$ cat src/rtl/packet_injector.sv
// packet_injector: local-port packet injector for a mesh router node.
// Takes a packet request (destination, payload length) plus payload words
// from the processing element and pushes one header flit followed by the
// payload flits into the router's local input buffer, honouring buffer_full.
//
// Optional build macro: PKT_INJ_SELF_DROP_EN
//   When defined, requests addressed to this node ({NODE_X, NODE_Y}) drain
//   their payload from the PE without sending anything to the router.
//   When undefined (default), self-addressed packets are injected normally.
module packet_injector #(
  parameter int NODE_X = 0,
  parameter int NODE_Y = 0
) (
  input  logic        clk,
  input  logic        rst,
  input  logic        req_valid,
  input  logic [7:0]  req_dest,
  input  logic [7:0]  req_len,
  output logic        req_ready,
  input  logic [15:0] pe_data,
  input  logic        pe_valid,
  output logic        pe_ready,
  output logic [15:0] flit_data,
  output logic        flit_valid,
  input  logic        buffer_full,
  output logic        busy,
  output logic [15:0] pkt_count
);

`ifdef PKT_INJ_SELF_DROP_EN
  typedef enum logic [1:0] {
    IDLE    = 2'd0,
    HEADER  = 2'd1,
    PAYLOAD = 2'd2,
    DROP    = 2'd3
  } state_t;

  localparam logic [7:0] SELF_ADDR = {NODE_X[3:0], NODE_Y[3:0]};
`else
  typedef enum logic [1:0] {
    IDLE    = 2'd0,
    HEADER  = 2'd1,
    PAYLOAD = 2'd2
  } state_t;
`endif

  state_t      state_q, state_d;
  logic [15:0] hdr_q, hdr_d;
  logic [7:0]  remaining_q, remaining_d;
  logic [15:0] pkt_count_q, pkt_count_d;

  // Next-state, header latch, remaining-flit and completed-packet counters.
  always_comb begin
    state_d     = state_q;
    hdr_d       = hdr_q;
    remaining_d = remaining_q;
    pkt_count_d = pkt_count_q;
    case (state_q)
      IDLE: begin
        if (req_valid) begin
          hdr_d       = {req_len, req_dest};
          remaining_d = req_len;
          state_d     = HEADER;
`ifdef PKT_INJ_SELF_DROP_EN
          if (req_dest == SELF_ADDR) begin
            state_d = DROP;
          end
`endif
        end
      end
      HEADER: begin
        if (!buffer_full) begin
          if (remaining_q == 8'd0) begin
            state_d     = IDLE;
            pkt_count_d = pkt_count_q + 16'd1;
          end else begin
            state_d = PAYLOAD;
          end
        end
      end
      PAYLOAD: begin
        if (pe_valid && !buffer_full) begin
          // Last-flit check happens on the pre-decrement value so the
          // counter lands on zero and never wraps below it.
          if (remaining_q == 8'd1) begin
            state_d     = IDLE;
            pkt_count_d = pkt_count_q + 16'd1;
          end
          remaining_d = remaining_q - 8'd1;
        end
      end
`ifdef PKT_INJ_SELF_DROP_EN
      DROP: begin
        if (remaining_q == 8'd0) begin
          state_d = IDLE;
        end else if (pe_valid) begin
          if (remaining_q == 8'd1) begin
            state_d = IDLE;
          end
          remaining_d = remaining_q - 8'd1;
        end
      end
`endif
      default: begin
        state_d = IDLE;
      end
    endcase
  end

  // Control state: FSM, remaining count and packet counter, cleared by reset.
  always_ff @(posedge clk) begin
    if (!rst) begin
      state_q     <= IDLE;
      remaining_q <= 8'd0;
      pkt_count_q <= 16'd0;
    end else begin
      state_q     <= state_d;
      remaining_q <= remaining_d;
      pkt_count_q <= pkt_count_d;
    end
  end

  // Header word holding register; only meaningful once a request is accepted.
  always_ff @(posedge clk) begin
    hdr_q <= hdr_d;
  end

  // Handshake and flit outputs; everything except pkt_count is held at zero
  // for any cycle in which reset is asserted.
  always_comb begin
    req_ready  = 1'b0;
    pe_ready   = 1'b0;
    flit_valid = 1'b0;
    flit_data  = 16'h0000;
    busy       = 1'b0;
    if (rst) begin
      busy = (state_q != IDLE);
      case (state_q)
        IDLE: begin
          req_ready = 1'b1;
        end
        HEADER: begin
          flit_valid = !buffer_full;
          flit_data  = hdr_q;
        end
        PAYLOAD: begin
          pe_ready   = !buffer_full;
          flit_valid = pe_valid && !buffer_full;
          flit_data  = pe_data;
        end
`ifdef PKT_INJ_SELF_DROP_EN
        DROP: begin
          // A zero-length dropped packet must not swallow an unrelated word.
          pe_ready = (remaining_q != 8'd0);
        end
`endif
        default: begin
          req_ready = 1'b0;
        end
      endcase
    end
  end

  assign pkt_count = pkt_count_q;

endmodule

$ cat config.mk
export PLATFORM = sky130hd
export DESIGN_NAME = packet_injector
export DESIGN_NICKNAME = d
export VERILOG_FILES = /design/src/rtl/packet_injector.sv
export SDC_FILE = /design/constraint.sdc
export NUM_CORES = 1
export LEC_CHECK = 0
export ABC_AREA = 1
export BUFFER_PORTS_ARGS = -buffer_cell sky130_fd_sc_hd__buf_2
export CAP_MARGIN = 0
export CORE_ASPECT_RATIO = 1.5
export CORE_UTILIZATION = 45
export CTS_CLUSTER_SIZE = 40
export DETAILED_ROUTE_END_ITERATION = 6
export PLACE_DENSITY = 0.8
export RECOVER_POWER = 25
export SETUP_SLACK_MARGIN = 0.2
export SKIP_CTS_REPAIR_TIMING = 1
export SYNTH_ARGS = -nofsm -noshare
export SYNTH_HDL_FRONTEND = slang
export SYNTH_SLANG_ARGS = --single-unit
export TNS_END_PERCENT = 10
$ cat constraint.sdc
create_clock -name clk -period 1.55 [get_ports clk]
set_clock_uncertainty 0.2 [all_clocks]
set_input_delay 0.0775 -clock clk [delete_from_list [all_inputs] [get_ports clk]]
set_output_delay 0.0775 -clock clk [all_outputs]
set_load 0.1 [all_outputs]
; ---- Word level (Yosys, flattened, before mapping)
; Index checks and enable logic that the tools add are counted.
; Widths: inputs -> output; s select.
[op_classes]
n_addsub = 2
n_eq_ne = 8
mux = 23
reduce_logical = 11
[ops]
columns = cell, n
row1 = $mux 16, 5
row2 = $pmux 16 s2, 2
row3 = $add 16x1->16 const B, 1
row4 = $mux 8, 2
row5 = $pmux 8 s2, 1
row6 = $mux 2, 5
row7 = $ne 2x2->1 const B, 5
row8 = $eq 8x1->1 const B, 1
row9 = $logic_not 8->1, 1
row10 = $sub 8x1->8 const B, 1
row11 = $mux 1, 6
row12 = $pmux 2 s3, 1
row13 = $reduce_bool 2->1, 3
row14 = $reduce_and 5->1, 1
row15 = $reduce_and 4->1, 1
row16 = $reduce_and 3->1, 1
row17 = $eq 2x1->1 const B, 1
row18 = $eq 2x2->1 const B, 1
row19 = $logic_not 2->1, 1
row20 = $pmux 1 s2, 1
row21 = $reduce_and 2->1, 1
row22 = $logic_and 1x1->1, 1
row23 = $logic_not 1->1, 1
[totals]
reg_bits = 42
wordCells = 48

; ---- Longest topological paths before layout
; Gate-level depths: netlist of run 1.
[logic_depth]
ltp_word = 4
depth_mapped = 10
depth_no_buf = 10

; ---- Worst setup path after synthesis of run 1
; No wires, ideal clock.
[synth_path]
kind = register to output
start = reg state_q[0]
end = out flit_valid
arrival_time_ns = 3.100
setup_slack_ns = -1.828
stages_incl_launch_ff = 7
path_cell_list = dfxtp_1 inv_1 ha_1 buf_2 buf_2 a21oi_1 nor3_1
[synth_via]
elab_chain_len = 3
word_cells_on_any_way = 4
classes_between = eq/ne: 2 / mux: 2
[synth_lines]
columns = item, line_no
row1 = "start, declared", 47  ; state_t state_q, state_d;
row2 = "start signal, assigned", 117  ; state_q <= state_d;
row3 = $eq 2x2->1 or $eq 2x1->1 (tied branches), 138  ; case (state_q)
row4 = $pmux 1 s2 *, 138
row5 = $mux 1 *, 136  ; if (rst) begin
row6 = "end, declared", 24  ; output logic flit_valid,
; Mark *: on every way between the ends. The rest lies on a longest branch, timed or not.

; ---- Worst setup path in the final report of run 1
[layout_path]
start = reg state_q[0]
end = out flit_data[11]
[layout_via]
elab_chain_len = 3
word_cells_on_any_way = 4
classes_between = eq/ne: 2 / mux: 2
[layout_lines]
columns = item, line_no
row1 = $eq 2x2->1 or $eq 2x1->1 (tied branches), 138
row2 = $pmux 16 s2 *, 138
row3 = $mux 16 *, 136
row4 = "end, declared", 23  ; output logic [15:0] flit_data,
; Marks and branches as above.

==> results.yml, run 1 <==
layout:
  fillCellCount: 318
  area_growth_pct: 69.62
  diodes: 0
  finalNetCount: 508
  drive_gt1_share_pct: 40.95
  utilization_pct: 78.79
  multi_input_comb_area_um2: 1689
  seq_area_um2: 1026
detailed_routing:
  viasPerCell: 5.352
  dr.pass1.iters: 6
  wl_per_cell_um: 15.58
  dr_total_vias: 2858
  drt_wl_total_um: 8321
  ant_nets: 0
  drc: 0
  drtIter0Drc: 108
pwr:
  swShare_pct: 49.56
  power_leakage_nw: 1.623
  internal_power_mw: 3.627
  ir_worst_vdd_v: 0.001332
  totalPowerFinal_mw: 7.191
  seqPwrFrac_pct: 21.5
  p_sw_mw: 3.564
  pwr-share-clk_pct: 12.3
  powerDensity_nw_per_um2: 1687
  pwr-share-comb_pct: 66.2
synth:
  async_flop_share_pct: 0
  synth_seq_cells: 42
  yosys_warnings: 0
  netlist_instances: 344
  synth_area_um2: 2512
  yosys.cell_count.top_type: "nand2_1"
  yosysTopAreaCellShare_pct: 20.72
  ys_types: 33
  synth_common_cells: "nand2_1, nor2_1, a21oi_1, inv_1, dfxtp_1"
  synth_area_leaders: "dfxtp_1, edfxtp_1, nand2_1, a21oi_1, nor2_1"
  synth-seq-area-share_pct: 39.84
  syn_avg_cell_area_um2: 7.304
  syn-num-nets: 389
  synth_largest_area_cell: "dfxtp_1"
  synthFlopType: "dfxtp_1"
  synth_edf_count: 16
clock_network:
  htreeDepth: 2
  ctsLongestPathBuffers: 2
  clk_pin_slew_worst_paths_ps: 80
  cts_inserted_buffers: 5
  cts_tree: "done"
  cts_root_buffer: "clkbuf_8"
  clk_latency_ps: 300
  clkSinkCount: 42
setup_path:
  crit_type: "reg -> out"
  cp.arrival_ps: 1650
  end_kind: "primary output"
  start_kind: "register"
  worstPathRequired_ps: 1270
  path_max_fanout: 16
sta:
  hold_viol_final: 0
  relSlewSlack_pct: 79.71
  layout_min_cycle_time_ps: 1923
  fmax_mhz: 519.9
  rsz0062_at_grt: "true"
  setup_viol: 61
  worstMarginPinSlew_ps: 306.0
  layout_setup_ws_ps: -373.3
  period_share_pct: 124.1
  holdWs_ps: 56.78
  tns_ps: -8565
  maxSlewViolCount: 0
floorplan:
  io_pins: 73
  initial_core_util_pct: 46.45
  floorplan.rows: 33
  dieHeight_um: 93.51
  die_area_um2: 5892
  chipWidth_um: 63.01
  coreArea_um2: 5409
placed_design:
  hpwlAfterDp_um: 5532
  place_ws_ps: -154.0
  portBuffers: 72
  gp_congestion: 0.9188
grt:
  grt_pass1_wl_um: 11670
  grt_start_max_net_pins: 19
  grt-ovfl-total: 0
  antenna_found_initial: 0
  grt_pass1_vias: 2731
  track_usage_pct: 25.31
status:
  status: "finished, violations left"
  violations: "setup timing"
run:
  cap_violations: 0
hold_path:
  hp-class: "in -> reg"
==> power by group through the flow <==
stage | clock network, mW | registers (mW) | logic [mW]
after floorplan | 0 | 1.69 | 2.83
after global placement | 0 | 1.52 | 4.10
after detailed placement | 0 | 1.53 | 4.24
after CTS | 0.895 | 1.51 | 4.27
after global routing | 0.944 | 1.56 | 5.06
final | 0.888 | 1.54 | 4.76
==> cells by family (layout without fill, tap and decap cells) <==
| family | Yosys count | after routing | share of synthesized area, % |
|---|---|---|---|
| AO/OA/AOI/OAI | 60 | 60 | 12.65 |
| adder cells (fa/ha/maj) | 8 | 8 | 3.984 |
| XOR/XNOR | 6 | 6 | 2.092 |
| AND/OR/NAND/NOR | 184 | 184 | 34.46 |
| buffers and inverters | 44 | 164 | 6.972 |
| flip-flops | 42 | 42 | 39.84 |
==> routing by layer <==
| layer | wire length [um] | vias up | part of all wire, % | track usage (%) |
|---|---|---|---|---|
| met5 | 0 | - | 0 | 0 |
| met4 | 285 | 0 | 3.4 | 11.63 |
| met3 | 371 | 29 | 4.5 | 3.171 |
| met2 | 4773 | 124 | 57 | 51.70 |
| met1 | 2892 | 1348 | 35 | 24.08 |
| li1 | - | 1357 | - | - |
==> state kept, by name, summed over array words and instances, names as in the netlist <==
register     cells
state_q          2
pkt_count       16
hdr_q           16
remaining_q      8
==> worst max-delay path, cell delays in order, from the launching register on <==
cell,delay [ps]
dfxtp_4,370
inv_4,80
ha_4,180
buf_6,180
nand2_1,130
a21oi_4,210
buf_12,190
==> stage by stage <==
step / cell area [um^2] / cells
2_1_floorplan: 2855 / 344
3_3_place_gp: 3774 / 508
3_5_place_dp: 3774 / 508
4_1_cts: 3886 / 516
5_1_grt: 4262 / 534
6_report: 4262 / 534
==> final timing paths <==
kind | startpoint | endpoint | slack (ps) | cells after the start
max | state_q[0]$_SDFFE_PN0P_ | flit_data[11] | -370 | 6
max reg2reg | state_q[0]$_SDFFE_PN0P_ | pkt_count[1]$_SDFFE_PN0P_ | -150 | 9
min reg2reg | pkt_count[5]$_SDFFE_PN0P_ | pkt_count[5]$_SDFFE_PN0P_ | 290 | 2
min | buffer_full | state_q[1]$_SDFFE_PN0P_ | 60 | 4
==> cell usage in the layout, fill, tap and decap left out, types with 4 or more instances in the layout <==
master         instances
buf_2                 32
clkbuf_8               5
inv_1                 26
a21oi_4               17
buf_4                 27
nand3_2                6
nor2_1                35
o21ai_0                6
buf_12                24
dfxtp_2               14
nor2_4                 7
nor2_2                 4
buf_6                  7
dfxtp_1               10
nand3_1               18
clkbuf_1               4
ha_1                   4
o21ai_1               10
edfxtp_1              16
clkbuf_4              10
a21oi_1               16
dlygate4sd3_1         17
nand2_1               97
xor2_1                 5
==> layout make-up <==
type	count	area share (%)
Clock buffer	5	1.615
Clock inverter	3	1.028
Inverter	34	3.259
Multi-Input combinational cell	258	39.64
Sequential cell	42	24.08
Tap cell	70	2.055
Timing Repair Buffer	122	28.33
Note: power is estimated with default switching activity, not from simulation.
==> run 2, diff against run 1 <==
--- a/config.mk
+++ b/config.mk
@@ -8,8 +8,9 @@
 export ABC_AREA = 1
 export BUFFER_PORTS_ARGS = -buffer_cell sky130_fd_sc_hd__buf_2
 export CAP_MARGIN = 0
-export CORE_ASPECT_RATIO = 1.5
+export CORE_ASPECT_RATIO = 1.75
 export CORE_UTILIZATION = 45
+export CTS_BUF_LIST = sky130_fd_sc_hd__clkbuf_16
 export CTS_CLUSTER_SIZE = 40
 export DETAILED_ROUTE_END_ITERATION = 6
 export PLACE_DENSITY = 0.8
==> constraint.sdc (replaced) <==
create_clock -name clk -period 1.55 [get_ports clk]
set_clock_uncertainty 0.2 [all_clocks]
set_input_delay 0.31 -clock clk [delete_from_list [all_inputs] [get_ports clk]]
set_output_delay 0.31 -clock clk [all_outputs]
set_load 0.1 [all_outputs]
==> run 2 against run 1 <==
The run still ends with setup timing left. First-iteration DRC count increased by 27%. Global-route usage grew 3.9 points. Register-to-register slack got worse by 220 ps. Count of clock-buffer cells in the layout is the same.
==> results.yml, run 2 (synthesis gave the netlist of run 1 again) <==
detailed_routing:
  drtIter0Drc: 137
  dr.pass1.iters: 5
  ant_nets: 0
  viasPerCell: 5.554
  dr_total_vias: 2999
  wl_per_cell_um: 17.88
  drt_wl_total_um: 9657
  drc: 0
clock_network:
  htreeDepth: 2
  clk_latency_ps: 290
  cts_root_buffer: "clkbuf_16"
  clk_pin_slew_worst_paths_ps: 60
  cts_inserted_buffers: 5
  clkSinkCount: 42
  cts_tree: "done"
  ctsLongestPathBuffers: 2
layout:
  area_growth_pct: 81.08
  fin_area_um2: 4549
  diodes: 0
  instances_no_fill: 540
  layout_commonest_cell: "nand2_1"
  utilization_pct: 85.86
  finalNetCount: 510
  final_cell_mix: "nand2_1, buf_12, nor2_1, buf_2, buf_4"
  drive_gt1_share_pct: 43.78
sta:
  fmax_mhz: 466.2
  rsz0062_at_grt: "true"
  worstMarginPinSlew_ps: 323.5
  period_share_pct: 138.4
  maxSlewViolCount: 0
  layout_setup_ws_ps: -594.8
  relSlewSlack_pct: 78.21
  tns_ps: -16500
  setup_viol: 46
  hold_viol_final: 0
  layout_min_cycle_time_ps: 2145
  holdWs_ps: 2.130
floorplan:
  dieHeight_um: 100.8
  io_pins: 73
  coreArea_um2: 5299
  die_area_um2: 5898
  initial_core_util_pct: 47.41
  floorplan.rows: 35
  chipWidth_um: 58.49
grt:
  grt_pass1_wl_um: 12990
  grt_start_max_net_pins: 18
  antenna_found_initial: 0
  grt_pass1_vias: 2937
  grt-ovfl-total: 0
  track_usage_pct: 29.20
setup_path:
  critPathMaxStageDelay_ps: 380
  reg2reg_from: "state_q[1]$_SDFFE_PN0P_"
  reg2regPathDepth: 8
  r2r-end: "remaining_q[7]$_SDFFE_PN0P_"
  worst-path-buf-inv: 3
  cp_common_cell: "buf_12"
  path_depth: 6
  crit_type: "reg -> out"
  setup.worst_path.start: "state_q[1]$_SDFFE_PN0P_"
  critical-path-top-delay-family: "buffers and inverters"
  path_cells: "inv_4 -> ha_4 -> nand2_8 -> buf_12 -> a21oi_4 -> buf_12"
  rrSetupSlack_ps: -370
  cp.arrival_ps: 1630
  end_kind: "primary output"
  path_max_fanout: 6
  crit_path_end: "flit_data[15]"
  crit_path_top_delay_cell: "dfxtp_4"
  start_kind: "register"
  worstPathRequired_ps: 1040
pwr:
  ir_worst_vdd_v: 0.001222
  power_leakage_nw: 1.741
  totalPowerFinal_mw: 8.000
  powerDensity_nw_per_um2: 1758
status:
  violations: "setup timing"
  status: "finished, violations left"
hold_path:
  hp-class: "in -> reg"
placed_design:
  placedCellCount: 527
  portBuffers: 72
  dpl_cell_area_um2: 4156
  hpwlAfterDp_um: 5989
  place_ws_ps: -260.3
  gp_congestion: 0.9603
run:
  cap_violations: 0
==> run 2: layout make-up <==
class | count | area, um^2
Clock inverter | 3 | 68.82
Inverter | 34 | 136.4
Tap cell | 74 | 92.59
Multi-Input combinational cell | 258 | 1669
Sequential cell | 42 | 1025
Clock buffer | 5 | 125.1
Timing Repair Buffer | 124 | 1433
Fill cell | 241 | 749.5
==> run 2: how the worst min path moves through the flow <==
| stage | startpoint | to | slack (ps) | depth (start not counted) |
|---|---|---|---|---|
| CTS | req_dest[2] | hdr_q[2]$_DFFE_PP_ | -5 | 1 |
| floorplan | req_dest[0] | hdr_q[0]$_DFFE_PP_ | 210 | 0 |
| finish | req_dest[6] | hdr_q[6]$_DFFE_PP_ | 2 | 1 |
| detailed placement | remaining_q[7]$_SDFFE_PN0P_ | remaining_q[7]$_SDFFE_PN0P_ | 280 | 2 |
| global placement | remaining_q[7]$_SDFFE_PN0P_ | remaining_q[7]$_SDFFE_PN0P_ | 270 | 2 |
| global route | req_dest[6] | hdr_q[6]$_DFFE_PP_ | 2 | 1 |
==> run 2: per-layer routing <==
layer	part of all wire, %	routed length [um]	up-vias	global-route usage (%)
met5	0	0	-	0
met4	8.4	814	0	19.41
met3	5.9	567	61	4.878
met2	54	5204	180	56.94
met1	32	3072	1397	25.92
li1	-	-	1361	-
==> run 2: power breakdown <==
group | internal (mW) | switching (mW)
Combinational | 1.92 | 3.15
Sequential | 1.39 | 0.156
Clock | 0.926 | 0.464
Total | 4.23 | 3.77
==> run 2: worst register-to-register path, delay by kind of cell (launching register included) <==
kind                     cells  cell delay (ps)
AO/OA/AOI/OAI                2              450
buffers and inverters        2              200
adder cells (fa/ha/maj)      1              190
AND/OR/NAND/NOR              3              430
flip-flops                   1              380
==> run 3, diff against run 2 <==
--- a/config.mk
+++ b/config.mk
@@ -13,6 +13,7 @@
 export CTS_BUF_LIST = sky130_fd_sc_hd__clkbuf_16
 export CTS_CLUSTER_SIZE = 40
 export DETAILED_ROUTE_END_ITERATION = 6
+export MAX_ROUTING_LAYER = met4
 export PLACE_DENSITY = 0.8
 export RECOVER_POWER = 25
 export SETUP_SLACK_MARGIN = 0.2
@@ -20,4 +21,4 @@
 export SYNTH_ARGS = -nofsm -noshare
 export SYNTH_HDL_FRONTEND = slang
 export SYNTH_SLANG_ARGS = --single-unit
-export TNS_END_PERCENT = 10
+export TNS_END_PERCENT = 50
==> run 3 against run 2 <==
The run ends with DRC, hold timing, setup timing left. Global-route usage shrank 0.18 points. Wire length shrank 12%. Non-clock buffer count shrank 18. Clock power is essentially flat. First-iteration DRC count shrank 19%. Utilization shrank 1.4 points. Flip-flop and latch count is the same. Design area shrank 1.6%. Register-to-register slack lost 60 ps. Via count shrank 5.9%. Sequential power is essentially flat. Critical path type unchanged. Highest routed layer unchanged.
==> results.yml, run 3 (synthesis gave the netlist of run 1 again) <==
layout:
  final_cell_mix: "nand2_1, buf_12, buf_2"
  finalNetCount: 493
  fin_area_um2: 4477
  layout_commonest_cell: "nand2_1"
  diodes: 0
  drive_gt1_share_pct: 46.77
  area_growth_pct: 78.19
  utilization_pct: 84.49
sta:
  relSlewSlack_pct: 76.25
  worstMarginPinSlew_ps: 354.1
  maxSlewViolCount: 0
  rsz0062_at_grt: "true"
  layout_setup_ws_ps: -526.4
  layout_min_cycle_time_ps: 2076
  period_share_pct: 134.0
  setup_viol: 62
  fmax_mhz: 481.6
  holdWs_ps: -4.527
  hold_viol_final: 1
setup_path:
  worstPathRequired_ps: 1040
  path_max_fanout: 4
  cp.arrival_ps: 1570
  end_kind: "primary output"
  crit_path_top_delay_cell: "dfxtp_2"
  start_kind: "register"
  path_cells: "inv_4 -> ha_4 -> nand2_8 -> buf_4 -> a21oi_4 -> buf_12"
  worst-path-buf-inv: 3
  critPathMaxStageDelay_ps: 360
  crit_type: "reg -> out"
  critical-path-top-delay-family: "buffers and inverters"
detailed_routing:
  drtIter0Drc: 111
  wl_per_cell_um: 16.23
  dr_total_vias: 2823
  drt_wl_total_um: 8487
  ant_nets: 0
  viasPerCell: 5.398
  dr.pass1.iters: 7
  drc: 2
clock_network:
  clk_pin_slew_worst_paths_ps: 60
  clkSinkCount: 42
  ctsLongestPathBuffers: 2
  cts_inserted_buffers: 5
  cts_root_buffer: "clkbuf_16"
  cts_tree: "done"
  clk_latency_ps: 290
  htreeDepth: 2
floorplan:
  initial_core_util_pct: 47.41
  coreArea_um2: 5299
  dieHeight_um: 100.8
  io_pins: 73
  chipWidth_um: 58.49
  die_area_um2: 5898
  floorplan.rows: 35
hold_path:
  hp-class: "in -> reg"
grt:
  track_usage_pct: 29.02
  grt_pass1_vias: 2872
  antenna_found_initial: 0
  grt_start_max_net_pins: 17
  grt-ovfl-total: 0
  grt_pass1_wl_um: 12650
pwr:
  ir_worst_vdd_v: 0.001391
  powerDensity_nw_per_um2: 1743
  internal_power_mw: 4.136
  pwr-share-comb_pct: 62.8
  totalPowerFinal_mw: 7.805
  swShare_pct: 47.01
  power_leakage_nw: 1.656
  seqPwrFrac_pct: 19.7
  p_sw_mw: 3.669
  pwr-share-clk_pct: 17.5
placed_design:
  portBuffers: 72
  place_ws_ps: -222.8
  dpl_cell_area_um2: 4135
  hpwlAfterDp_um: 5739
  gp_congestion: 0.9129
status:
  violations: "DRC, hold timing, setup timing"
  status: "finished, violations left"
run:
  cap_violations: 0
-- run 3: cell types whose count changed in the layout (fill, tap and decap cells not counted), moves of 4 or more --
cell     change
dfxtp_4     +10
dfxtp_1      -9
buf_4        -8
nand2_1      -5
buf_6        -4
nand2_4      +4
nor2_4       +4
-- run 3: worst register-to-register path: cells and delay by family, from the launching register on --
| family | cells | cell delay, ps |
|---|---|---|
| fa+ha+maj | 1 | 200 |
| compound gates | 2 | 370 |
| buf+inv | 4 | 620 |
| flops | 1 | 340 |
| simple gates | 1 | 140 |
-- run 3: final timing paths --
check	startpoint	to	slack (ps)	cells after the start
max reg2reg	state_q[1]$_SDFFE_PN0P_	remaining_q[1]$_SDFFE_PN0P_	-430	8
max	state_q[0]$_SDFFE_PN0P_	flit_data[2]	-530	6
min	req_dest[6]	hdr_q[6]$_DFFE_PP_	-5	1
min reg2reg	remaining_q[5]$_SDFFE_PN0P_	remaining_q[5]$_SDFFE_PN0P_	310	2
-- run 3: routing by layer --
layer,share of wire (%),wire length [um],up-vias,track usage (%)
met5,0,0,-,-
met4,6.2,528,0,19.05
met3,4.6,391,41,3.851
met2,57,4827,136,56.06
met1,32,2739,1316,24.51
li1,-,-,1330,-
-- run 3: area by class of cell --
cell class              instances  area [um^2]
repair buffers                106         1224
fillers                       268        822.0
well taps                      74        92.59
flip-flops and latches         42         1061
multi-input cells             259         1753
clock inverters                 3        68.82
inverters                      34        152.6
clock buffers                   5        125.1
-- run 3: through the flow --
step	cells	setup TNS [ps]
4_1_cts	519	-14930
2_1_floorplan	344	-8821
3_5_place_dp	511	-7436
5_1_grt	523	-21510
6_report	523	-17040
3_3_place_gp	511	-6245
-- run 3: power groups by stage --
stage	clock network [mW]	registers (mW)	logic, mW
after floorplan	0	1.70	2.90
after global placement	0	1.54	4.32
after detailed placement	0	1.55	4.43
after CTS	1.36	1.54	4.50
after global routing	1.41	1.56	5.18
final	1.36	1.54	4.90
